**config.mk**
```make
export PLATFORM = sky130hd
export DESIGN_NAME = inert_seq
export DESIGN_NICKNAME = d
export VERILOG_FILES = /design/src/rtl/inert_seq.sv
export SDC_FILE = /design/constraint.sdc
export NUM_CORES = 1
export LEC_CHECK = 0
export CAP_MARGIN = 15
export CORE_MARGIN = 3
export CORE_UTILIZATION = 56
export DETAILED_ROUTE_END_ITERATION = 10
export PLACE_DENSITY = 0.86
export SYNTH_ARGS = -nofsm -noshare
export SYNTH_HDL_FRONTEND = slang
export SYNTH_SLANG_ARGS = --single-unit
export TNS_END_PERCENT = 100
```
**constraint.sdc**
```tcl
create_clock -name clk -period 2.28 [get_ports clk]
set_input_delay 0.456 -clock clk [delete_from_list [all_inputs] [get_ports clk]]
set_output_delay 0.456 -clock clk [all_outputs]
set_load 0.005 [all_outputs]
```
**src/rtl/inert_seq.sv**
```systemverilog
// SPI inertial-sensor sequencer: power-up wait, programmable configuration writes,
// then per-INT burst read of NUM_CH 16-bit channels published atomically on vld.
module inert_seq #(
    parameter int unsigned            NUM_CH    = 5,
    parameter int unsigned            NUM_INIT  = 4,
    parameter logic [NUM_INIT*16-1:0] INIT_CMDS = {16'h0D02, 16'h1062, 16'h1162, 16'h1460},
    parameter logic [7:0]             BASE_ADDR = 8'hA2,
    parameter int unsigned            TMR_W     = 16,
    parameter int unsigned            TO_W      = 20
) (
    input  logic                   clk,
    input  logic                   rst,
    input  logic                   INT,
    input  logic                   reinit,
    input  logic                   done,
    input  logic [7:0]             rd_data,
    output logic                   wrt,
    output logic [15:0]            cmd,
    output logic [NUM_CH*16-1:0]   data,
    output logic                   vld,
    output logic                   init_done,
    output logic                   timeout
);

    localparam int unsigned IDX_W = 4;
    localparam logic [IDX_W-1:0] LAST_INIT = IDX_W'(NUM_INIT - 1);
    localparam logic [IDX_W-1:0] LAST_BYTE = IDX_W'(2 * NUM_CH - 1);

    typedef enum logic [2:0] {
        WAIT_PWR  = 3'd0,
        INIT_WR   = 3'd1,
        INIT_BUSY = 3'd2,
        IDLE      = 3'd3,
        RD_BUSY   = 3'd4
    } state_t;

    // Entry 0 of the write list sits in the MSBs.
    function automatic logic [15:0] init_cmd(input logic [IDX_W-1:0] idx);
        logic [15:0] c;
        c = 16'h0000;
        for (int j = 0; j < int'(NUM_INIT); j++) begin
            c = (idx == IDX_W'(j)) ? INIT_CMDS[(int'(NUM_INIT) - 1 - j)*16 +: 16] : c;
        end
        return c;
    endfunction

    // Byte b lands at bits [8b+7:8b], so even bytes are channel lows and odd bytes highs.
    function automatic logic [NUM_CH*16-1:0] put_byte(input logic [NUM_CH*16-1:0] s,
                                                      input logic [IDX_W-1:0]    idx,
                                                      input logic [7:0]          v);
        logic [NUM_CH*16-1:0] r;
        r = s;
        for (int k = 0; k < 2 * int'(NUM_CH); k++) begin
            r[8*k +: 8] = (idx == IDX_W'(k)) ? v : s[8*k +: 8];
        end
        return r;
    endfunction

    state_t                 state_q,       state_d;
    logic [TMR_W-1:0]       tmr_q,         tmr_d;
    logic [TO_W-1:0]        wdog_q,        wdog_d;
    logic [IDX_W-1:0]       init_idx_q,    init_idx_d;
    logic [IDX_W-1:0]       byte_idx_q,    byte_idx_d;
    logic [NUM_CH*16-1:0]   stage_q,       stage_d;
    logic [NUM_CH*16-1:0]   data_q,        data_d;
    logic                   vld_q,         vld_d;
    logic                   init_done_q,   init_done_d;
    logic                   timeout_q,     timeout_d;
    logic                   reinit_pend_q, reinit_pend_d;
    logic                   int_meta_q;
    logic                   int_s_q;

    logic                   reinit_now_s;
    logic                   do_reinit_s;
    logic                   wrt_s;
    logic [15:0]            cmd_s;
    logic [7:0]             rd_addr_s;

    assign reinit_now_s = reinit_pend_q | reinit;
    assign rd_addr_s    = BASE_ADDR + {{(8-IDX_W){1'b0}}, byte_idx_q};

    // Two-flop synchroniser for the asynchronous data-ready level.
    always_ff @(posedge clk) begin
        if (rst) begin
            int_meta_q <= 1'b0;
            int_s_q    <= 1'b0;
        end else begin
            int_meta_q <= INT;
            int_s_q    <= int_meta_q;
        end
    end

    // Next-state, transaction issue and frame assembly.
    always_comb begin
        state_d       = state_q;
        tmr_d         = tmr_q;
        wdog_d        = {TO_W{1'b0}};
        init_idx_d    = init_idx_q;
        byte_idx_d    = byte_idx_q;
        stage_d       = stage_q;
        data_d        = data_q;
        vld_d         = 1'b0;
        init_done_d   = init_done_q;
        timeout_d     = timeout_q;
        reinit_pend_d = reinit_now_s;
        do_reinit_s   = 1'b0;
        wrt_s         = 1'b0;
        cmd_s         = init_cmd({IDX_W{1'b0}});

        case (state_q)
            WAIT_PWR: begin
                cmd_s = init_cmd({IDX_W{1'b0}});
                if (reinit_now_s) begin
                    do_reinit_s = 1'b1;
                end else if (&tmr_q) begin
                    wrt_s      = 1'b1;
                    tmr_d      = {TMR_W{1'b0}};
                    init_idx_d = {IDX_W{1'b0}};
                    state_d    = INIT_BUSY;
                end else begin
                    tmr_d = tmr_q + TMR_W'(1);
                end
            end

            INIT_BUSY: begin
                cmd_s = init_cmd(init_idx_q);
                if (done) begin
                    if (reinit_now_s) begin
                        do_reinit_s = 1'b1;
                    end else if (init_idx_q < LAST_INIT) begin
                        wrt_s      = 1'b1;
                        cmd_s      = init_cmd(init_idx_q + IDX_W'(1));
                        init_idx_d = init_idx_q + IDX_W'(1);
                    end else begin
                        init_done_d = 1'b1;
                        state_d     = IDLE;
                    end
                end else begin
                    state_d = INIT_BUSY;
                end
            end

            IDLE: begin
                cmd_s     = {BASE_ADDR, 8'h00};
                wdog_d    = wdog_q + TO_W'(1);
                timeout_d = timeout_q | (&wdog_q);
                if (reinit_now_s) begin
                    do_reinit_s = 1'b1;
                end else if (int_s_q) begin
                    wrt_s      = 1'b1;
                    byte_idx_d = {IDX_W{1'b0}};
                    state_d    = RD_BUSY;
                end else begin
                    state_d = IDLE;
                end
            end

            RD_BUSY: begin
                cmd_s = {rd_addr_s, 8'h00};
                if (done) begin
                    stage_d = put_byte(stage_q, byte_idx_q, rd_data);
                    if (byte_idx_q < LAST_BYTE) begin
                        if (reinit_now_s) begin
                            do_reinit_s = 1'b1;
                        end else begin
                            wrt_s      = 1'b1;
                            cmd_s      = {rd_addr_s + 8'h01, 8'h00};
                            byte_idx_d = byte_idx_q + IDX_W'(1);
                        end
                    end else begin
                        // A re-init landing on the last byte still publishes the frame.
                        data_d = stage_d;
                        vld_d  = 1'b1;
                        if (reinit_now_s) begin
                            do_reinit_s = 1'b1;
                        end else begin
                            state_d = IDLE;
                        end
                    end
                end else begin
                    stage_d = stage_q;
                end
            end

            INIT_WR: begin
                do_reinit_s = 1'b1;
            end

            default: begin
                do_reinit_s = 1'b1;
            end
        endcase

        state_d       = do_reinit_s ? WAIT_PWR           : state_d;
        tmr_d         = do_reinit_s ? {TMR_W{1'b0}}      : tmr_d;
        wdog_d        = do_reinit_s ? {TO_W{1'b0}}       : wdog_d;
        init_idx_d    = do_reinit_s ? {IDX_W{1'b0}}      : init_idx_d;
        byte_idx_d    = do_reinit_s ? {IDX_W{1'b0}}      : byte_idx_d;
        init_done_d   = do_reinit_s ? 1'b0               : init_done_d;
        timeout_d     = do_reinit_s ? 1'b0               : timeout_d;
        reinit_pend_d = do_reinit_s ? 1'b0               : reinit_pend_d;
    end

    // Sequencer state and published-frame registers.
    always_ff @(posedge clk) begin
        if (rst) begin
            state_q       <= WAIT_PWR;
            tmr_q         <= {TMR_W{1'b0}};
            wdog_q        <= {TO_W{1'b0}};
            init_idx_q    <= {IDX_W{1'b0}};
            byte_idx_q    <= {IDX_W{1'b0}};
            stage_q       <= {(NUM_CH*16){1'b0}};
            data_q        <= {(NUM_CH*16){1'b0}};
            vld_q         <= 1'b0;
            init_done_q   <= 1'b0;
            timeout_q     <= 1'b0;
            reinit_pend_q <= 1'b0;
        end else begin
            state_q       <= state_d;
            tmr_q         <= tmr_d;
            wdog_q        <= wdog_d;
            init_idx_q    <= init_idx_d;
            byte_idx_q    <= byte_idx_d;
            stage_q       <= stage_d;
            data_q        <= data_d;
            vld_q         <= vld_d;
            init_done_q   <= init_done_d;
            timeout_q     <= timeout_d;
            reinit_pend_q <= reinit_pend_d;
        end
    end

    assign wrt       = wrt_s;
    assign cmd       = cmd_s;
    assign data      = data_q;
    assign vld       = vld_q;
    assign init_done = init_done_q;
    assign timeout   = timeout_q;

endmodule

```
==> impl_metrics.csv, run 1 <==
group,metric,value,unit
final_layout,syn2layout_area_growth,29.38,%
power,power_leakage,4.210,nW
detailed_routing,first_iter_violations,707,
final_layout,seqCellArea,4279,µm²
critical_path,rr_startpoint,"byte_idx_q[0]$_SDFFE_PP0P_",
critical_path,path_delay_family,"compound AO/OA/AOI/OAI gates",
clock_network,cts_tree,"built",
critical_path,crit_path_end_kind,"output port",
critical_path,cp_num_buf_inv,3,
timing,setup-violations-final,9,
clock_network,cts-root-buf,"clkbuf_16",
global_route,grt_pass1_vias,8076,
detailed_routing,avgViaCountPerCell,5.589,
detailed_routing,wl,24030,µm
place,pre_cts_ws,-0.5898,ns
power,pwr-share-comb,2.9,%
clock_network,cts_max_path_buffers,3,
floorplan,die_h,134.9,µm
critical_path,crit_start,"byte_idx_q[0]$_SDFFE_PP0P_",
timing,hold_viol_final,0,
worst_hold_path,min_from,"int_meta_q$_SDFF_PP0_",
synthesis,synth-seq-area-share,45.82,%
power,p_clk_share,48.6,%
critical_path,r2r_cells,10,
timing,final.setup.worst_slack,-0.2444,ns
final_layout,nFillCells,1109,
timing,tightest_slew,0.7135,ns
synthesis,synth_edf_count,0,
final_layout,layout_common_cells,"dfxtp_1 (207), nor2_1 (181), nand2_1 (159), clkdlybuf4s50_1 (93), buf_4 (88)",
detailed_routing,routedWlPerCell,15.99,µm
floorplan,core_area,16060,µm²
power,power,7.691,mW
timing,fmax,0.3961,GHz
timing,slew-limit-headroom,52.44,%
timing,period_share,110.7,%
floorplan,start_util,57.96,%
critical_path,critPathKind,"register to output port",
critical_path,max_stage_delay,0.34,ns
floorplan,die-area,18200,µm²
worst_hold_path,whs_path_depth,1,
place,io_buffers,106,
timing,slew_violations,0,
run_status,status,"finished, violations left",
synthesis,post_synth.cell_area_avg,8.272,µm²
synthesis,ys_warn_count,0,
final_layout,drive_gt1_share,15.54,%
final_layout,final_common_cell,"dfxtp_1",
place,gp_routability_congestion,0.8743,
clock_network,clock-sinks,213,
synthesis,syn_area,9306,µm²
timing,rsz0062_at_grt,"true",
floorplan,die_w,134.9,µm
floorplan,io_pins,113,
critical_path,crit_chain,"inv_2 -> ha_4 -> and2b_2 -> o21a_1 -> buf_6 -> xnor2_1 -> o21ai_1 -> o41ai_2 -> buf_2",
global_route,grt_first_pass_wirelength,39030,µm
clock_network,cts.reportedPaths.clkPinSlew,0.06,ns
critical_path,path_depth,9,
timing,tns,-1.599,ns
synthesis,synth.distinct_cells,55,
synthesis,synthDominantAreaCellType,"dfxtp_1",
critical_path,critPathRequiredTime,1.82,ns
run_status,violations,"negative setup slack",
clock_network,holdBufCountCts,0,
detailed_routing,drt_first_pass_iters,5,
synthesis,syn_inst,1125,
power,power_frac_seq,48.4,%
floorplan,rows,46,
place,post-dp-hpwl,15550,µm
detailed_routing,routed-via-count,8400,
power,cell_internal_pwr,6.082,mW
power,peakVddDrop,0.5872,mV
worst_hold_path,holdCritPathClass,"register to register",
global_route,grt_max_degree,164,
power,powerDensity,638.7,nW/µm²
synthesis,synth_flop_cell,"dfxtp_1",
global_route,grtUsageTotal,25.76,%
synthesis,synth_area_leaders,"dfxtp_1 (46%), nor2_1 (7.5%), nand2_1 (6.5%)",
critical_path,crit_path_start_kind,"register",
final_layout,nets,1300,
timing,timing.clock.skew,0.01747,ns
final_layout,multi_input_area,4788,µm²
synthesis,ys_ff_latch,213,
critical_path,critical-path-slowest-cell,"dfxtp_2",
clock_network,h-tree-depth,1,
power,swShare,20.92,%
timing,period_minus_slack,2.524,ns
final_layout,antenna_cells,0,
detailed_routing,route.detailed.drc,0,
synthesis,synth_top_area_share,45.82,%
flow_run,maxCapViolCount,0,
power,power.switching,1.609,mW
clock_network,clkLatencyLatePin,0.50,ns
critical_path,crit_fanout,3,
global_route,grt_overflow_total,0,
global_route,antenna_found_initial,0,
critical_path,cp.arrival,2.07,ns
detailed_routing,ant_nets,0,
synthesis,async_flop_share,0,%
clock_network,numCtsBuffers,22,
-- layer usage --
layer  up-vias  share of wire, %  track usage [%]
li1       4135                 -                -
met1      3964                43            33.24
met2       255                49            44.66
met3        46               5.6            4.434
met4         0               2.5            7.070
met5         -                 0                0
-- final cells by class --
type / instances / share of cell area, %
multi-input combinational: 815 / 39.77
clock buffer: 28 / 5.185
timing repair buffer: 206 / 15.64
clock inverter: 10 / 1.153
sequential: 213 / 35.54
tap: 216 / 2.245
inverter: 15 / 0.4676
-- worst register-to-register path, delay by kind of cell (launching register included) --
kind / cells / cell delay, ns
adders and majority gates: 1 / 0.15
AOI/OAI and AO/OA: 1 / 0.28
and+or+nand+nor: 4 / 0.72
buffers and inverters: 4 / 0.56
DFF: 1 / 0.34
-- power by group through the flow --
stage               registers (mW)  clock network, mW  logic [mW]
detailed placement            3.81                  0       0.213
CTS                           3.72               3.79       0.218
global route                  3.72               3.93       0.240
global placement              3.81                  0       0.213
floorplan                     3.81                  0       0.114
finish                        3.72               3.74       0.226
-- synth_stat cells, types with 3 or more instances --
library cell  instances
nor3_1               42
and3_1               39
or3_1                 5
mux2i_1              49
inv_1                15
nand2_1             160
nor3b_1               5
xor2_1               16
and4_1                4
nand2b_1              5
and2_1                6
a211oi_1             66
o21ai_0              14
ha_1                 14
xnor2_1              22
a311oi_1              7
nor2_1              185
clkbuf_1             41
o211ai_1              3
buf_2                27
nor4_1                8
buf_4                17
nand4_1               9
a21oi_1              55
a31oi_1               4
nor2b_1               8
dfxtp_1             213
nand3_1              55
-- timing repair --
item                       CTS  global route
gates resized for setup     87            15
pin swaps                   19            13
setup endpoints to repair   11            11
buffers inserted             8             2
-- kinds of logic after synthesis --
| kind of cell | synth area share [%] |
|---|---|
| AOI/OAI and AO/OA | 11.36 |
| buffers and inverters | 5.163 |
| DFF | 45.82 |
| adders and majority gates | 1.882 |
| muxes | 5.391 |
| other | 0.04029 |
| and+or+nand+nor | 26.77 |
| xor gates and xnor gates | 3.576 |
-- sequential cells by signal (all words and copies together), names as in the netlist --
| register | count |
|---|---|
| tmr_q | 16 |
| int_s_q | 1 |
| reinit_pend_q | 1 |
| timeout | 1 |
| int_meta_q | 1 |
| vld | 1 |
| wdog_q | 20 |
| init_idx_q | 4 |
| init_done | 1 |
| stage_q | 80 |
| byte_idx_q | 4 |
| state_q | 3 |
| data | 80 |
-- path summary, 6_finish.rpt --
check,slack (ns),endpoint
worst max-delay path,-0.24,cmd[8]
worst min-delay path,0.43,int_s_q$_SDFF_PP0_
worst max register to register,0.12,data[23]$_SDFFE_PP0P_
worst min register to register,0.43,int_s_q$_SDFF_PP0_
-- per-stage QoR --
stage                     util [%]  hold WS (ns)  area [µm²]  cells
final                        74.98        0.4335       12040   1503
after floorplan                  -        0.4138        9325   1130
after CTS                    74.58        0.4358       11980   1501
after global placement       68.71        0.4236       11030   1455
after global routing         74.98        0.4628       12040   1503
after detailed placement     68.71        0.4212       11030   1455
(Power assumes the default switching activity.)
==> run 2, diff against run 1 <==
--- a/config.mk
+++ b/config.mk
@@ -10,6 +10,7 @@
 export CORE_UTILIZATION = 56
 export DETAILED_ROUTE_END_ITERATION = 10
 export PLACE_DENSITY = 0.86
+export SETUP_SLACK_MARGIN = 0.2
 export SYNTH_ARGS = -nofsm -noshare
 export SYNTH_HDL_FRONTEND = slang
 export SYNTH_SLANG_ARGS = --single-unit
==> constraint.sdc (replaced) <==
create_clock -name clk -period 2.4 [get_ports clk]
set_input_delay 0.48 -clock clk [delete_from_list [all_inputs] [get_ports clk]]
set_output_delay 0.48 -clock clk [all_outputs]
set_load 0.05 [all_outputs]
==> run 2 against run 1 <==
Against the previous run:
- sequential share of layout area down 0.053 points
- critical path depth decreased by 1
- die area unchanged
- largest power group is now sequential cells
- sequential power decreased by 5%
- register-to-register slack improved by 0.23 ns
- critical endpoint is now cmd[10]
- worst setup slack better by 0.021 ns
- core utilization up 0.16 points
- global-route usage rose by 0.28 points
- total power is 7.6% lower
- routed wire length is 3.2% higher
- the flow still finishes with violations (negative setup slack)
==> impl_metrics.csv, run 2 (same netlist as run 1, synthesis figures left out) <==
group,metric,value,unit
detailed_routing,avgViaCountPerCell,5.769,
place,gp_routability_congestion,0.9126,
global_route,antenna_found_initial,0,
critical_path,crit_path_end_kind,"output port",
timing,slew_violations,0,
flow_run,maxCapViolCount,0,
worst_hold_path,whs_endpoint,"stage_q[21]$_SDFFE_PP0P_",
detailed_routing,route.detailed.drc,0,
final_layout,nFillCells,1068,
floorplan,io_pins,113,
clock_network,cts_tree,"built",
detailed_routing,routed-via-count,8526,
timing,setup-violations-final,9,
detailed_routing,wl,24800,µm
timing,period_minus_slack,2.623,ns
timing,hold_viol_final,0,
critical_path,critPathKind,"register to output port",
timing,period_share,109.3,%
floorplan,core_area,16060,µm²
place,post-dp-hpwl,15060,µm
power,powerDensity,589.2,nW/µm²
timing,whs,0.4533,ns
power,power_leakage,4.235,nW
final_layout,final_common_cell,"dfxtp_1",
final_layout,layout_common_cells,"dfxtp_1 (205), nor2_1 (177), nand2_1 (159), clkdlybuf4s50_1 (84), a211oi_1 (65)",
run_status,status,"finished, violations left",
clock_network,numCtsBuffers,22,
timing,fmax,0.3812,GHz
worst_hold_path,min_from,"stage_q[21]$_SDFFE_PP0P_",
floorplan,start_util,57.96,%
critical_path,critPathRequiredTime,1.92,ns
run_status,violations,"negative setup slack",
clock_network,holdBufCountCts,0,
final_layout,seqCellArea,4282,µm²
final_layout,nets,1275,
detailed_routing,drt_first_pass_iters,7,
critical_path,cp.arrival,2.14,ns
power,peakVddDrop,0.5445,mV
timing,final.setup.worst_slack,-0.2234,ns
worst_hold_path,holdCritPathClass,"register to register",
critical_path,r2r_end,"state_q[1]$_SDFFE_PP0P_",
place,io_buffers,106,
detailed_routing,first_iter_violations,682,
critical_path,crit_path_start_kind,"register",
clock_network,clock-sinks,213,
floorplan,die_w,134.9,µm
floorplan,die-area,18200,µm²
critical_path,rr_startpoint,"state_q[0]$_SDFFE_PP0P_",
final_layout,syn2layout_area_growth,29.64,%
critical_path,crit_fanout,4,
clock_network,cts.reportedPaths.clkPinSlew,0.06,ns
place,place_inst,1424,
clock_network,cts-root-buf,"clkbuf_16",
final_layout,antenna_cells,0,
timing,tightest_slew,0.7184,ns
timing,rsz0062_at_grt,"true",
clock_network,clkLatencyLatePin,0.50,ns
critical_path,reg2reg_slack,0.35,ns
floorplan,rows,46,
global_route,grt_pass1_vias,8181,
final_layout,multi_input_area,4928,µm²
global_route,grt_max_degree,164,
detailed_routing,routedWlPerCell,16.78,µm
floorplan,die_h,134.9,µm
critical_path,r2r_cells,6,
clock_network,h-tree-depth,1,
timing,timing.clock.skew,0.01827,ns
clock_network,cts_max_path_buffers,3,
detailed_routing,ant_nets,0,
worst_hold_path,whs_path_depth,2,
final_layout,final_util,75.14,%
global_route,grtUsageTotal,26.04,%
timing,slew-limit-headroom,51.96,%
global_route,grt_first_pass_wirelength,39680,µm
final_layout,fin_cells,1478,
final_layout,drive_gt1_share,15.06,%
global_route,grt_overflow_total,0,
run 2: report_power, final:
part	switching (mW)	internal [mW]	leakage, nW
combinational	0.164	0.0759	2.17
sequential	0.00385	3.53	1.72
clock	1.34	1.99	0.343
total	1.51	5.60	4.24
run 2: through the flow:
stage | instance area [µm²] | setup slack, ns | total power, mW | setup TNS [ns]
4_1_cts | 11930 | -0.1496 | 7.123 | -1.022
6_report | 12070 | -0.2234 | 7.109 | -1.070
2_1_floorplan | 9410 | 0.07619 | 3.749 | 0
3_5_place_dp | 10930 | -0.3724 | 3.838 | -3.481
3_3_place_gp | 10930 | -0.3300 | 3.836 | -2.509
5_1_grt | 12070 | -0.3234 | 7.290 | -1.738
run 2: critical path, stage by stage (launching register included):
cell,delay [ns]
dfxtp_2,0.33
inv_2,0.05
ha_4,0.15
and2b_2,0.23
o211ai_1,0.24
xor2_1,0.26
nor2_2,0.09
o21ai_4,0.16
buf_12,0.15
run 2: worst max-delay path by stage:
stage,startpoint,to,slack (ns),cells past startpoint
5_1_grt,byte_idx_q[1]$_SDFFE_PP0P_,cmd[10],-0.32,8
4_1_cts,byte_idx_q[1]$_SDFFE_PP0P_,cmd[10],-0.15,8
6_report,byte_idx_q[1]$_SDFFE_PP0P_,cmd[10],-0.22,8
3_5_place_dp,done,cmd[8],-0.37,8
3_3_place_gp,done,cmd[10],-0.33,7
2_1_floorplan,init_idx_q[0]$_SDFFE_PP0P_,cmd[8],0.08,7
run 2: cell type report:
cell class / instances / area share (%)
Multi-Input combinational cell: 815 / 40.85
Clock inverter: 4 / 0.4252
Sequential cell: 213 / 35.49
Inverter: 15 / 0.4667
Tap cell: 216 / 2.240
Timing Repair Buffer: 181 / 15.09
Clock buffer: 34 / 5.444
run 2: what timing repair did:
item	in CTS	in global routing
endpoints found under the setup margin	12	19
gates resized for setup	61	27
setup buffers	11	5
pin swaps	12	7
endpoints found under the hold margin	0	0
run 2: layer usage:
| layer | global-route usage (%) | vias up | share of wire, % |
|---|---|---|---|
| li1 | - | 4086 | - |
| met1 | 33.91 | 4067 | 41 |
| met2 | 43.97 | 315 | 49 |
| met3 | 4.247 | 58 | 6.2 |
| met4 | 9.163 | 0 | 3.2 |
| met5 | 0 | - | 0 |
==> run 3, diff against run 2 <==
--- a/config.mk
+++ b/config.mk
@@ -11,6 +11,7 @@
 export DETAILED_ROUTE_END_ITERATION = 10
 export PLACE_DENSITY = 0.86
 export SETUP_SLACK_MARGIN = 0.2
+export SLEW_MARGIN = 25
 export SYNTH_ARGS = -nofsm -noshare
 export SYNTH_HDL_FRONTEND = slang
 export SYNTH_SLANG_ARGS = --single-unit
==> results of run 3 <==
Final layout, timing and power as in run 2 (identical DEF).
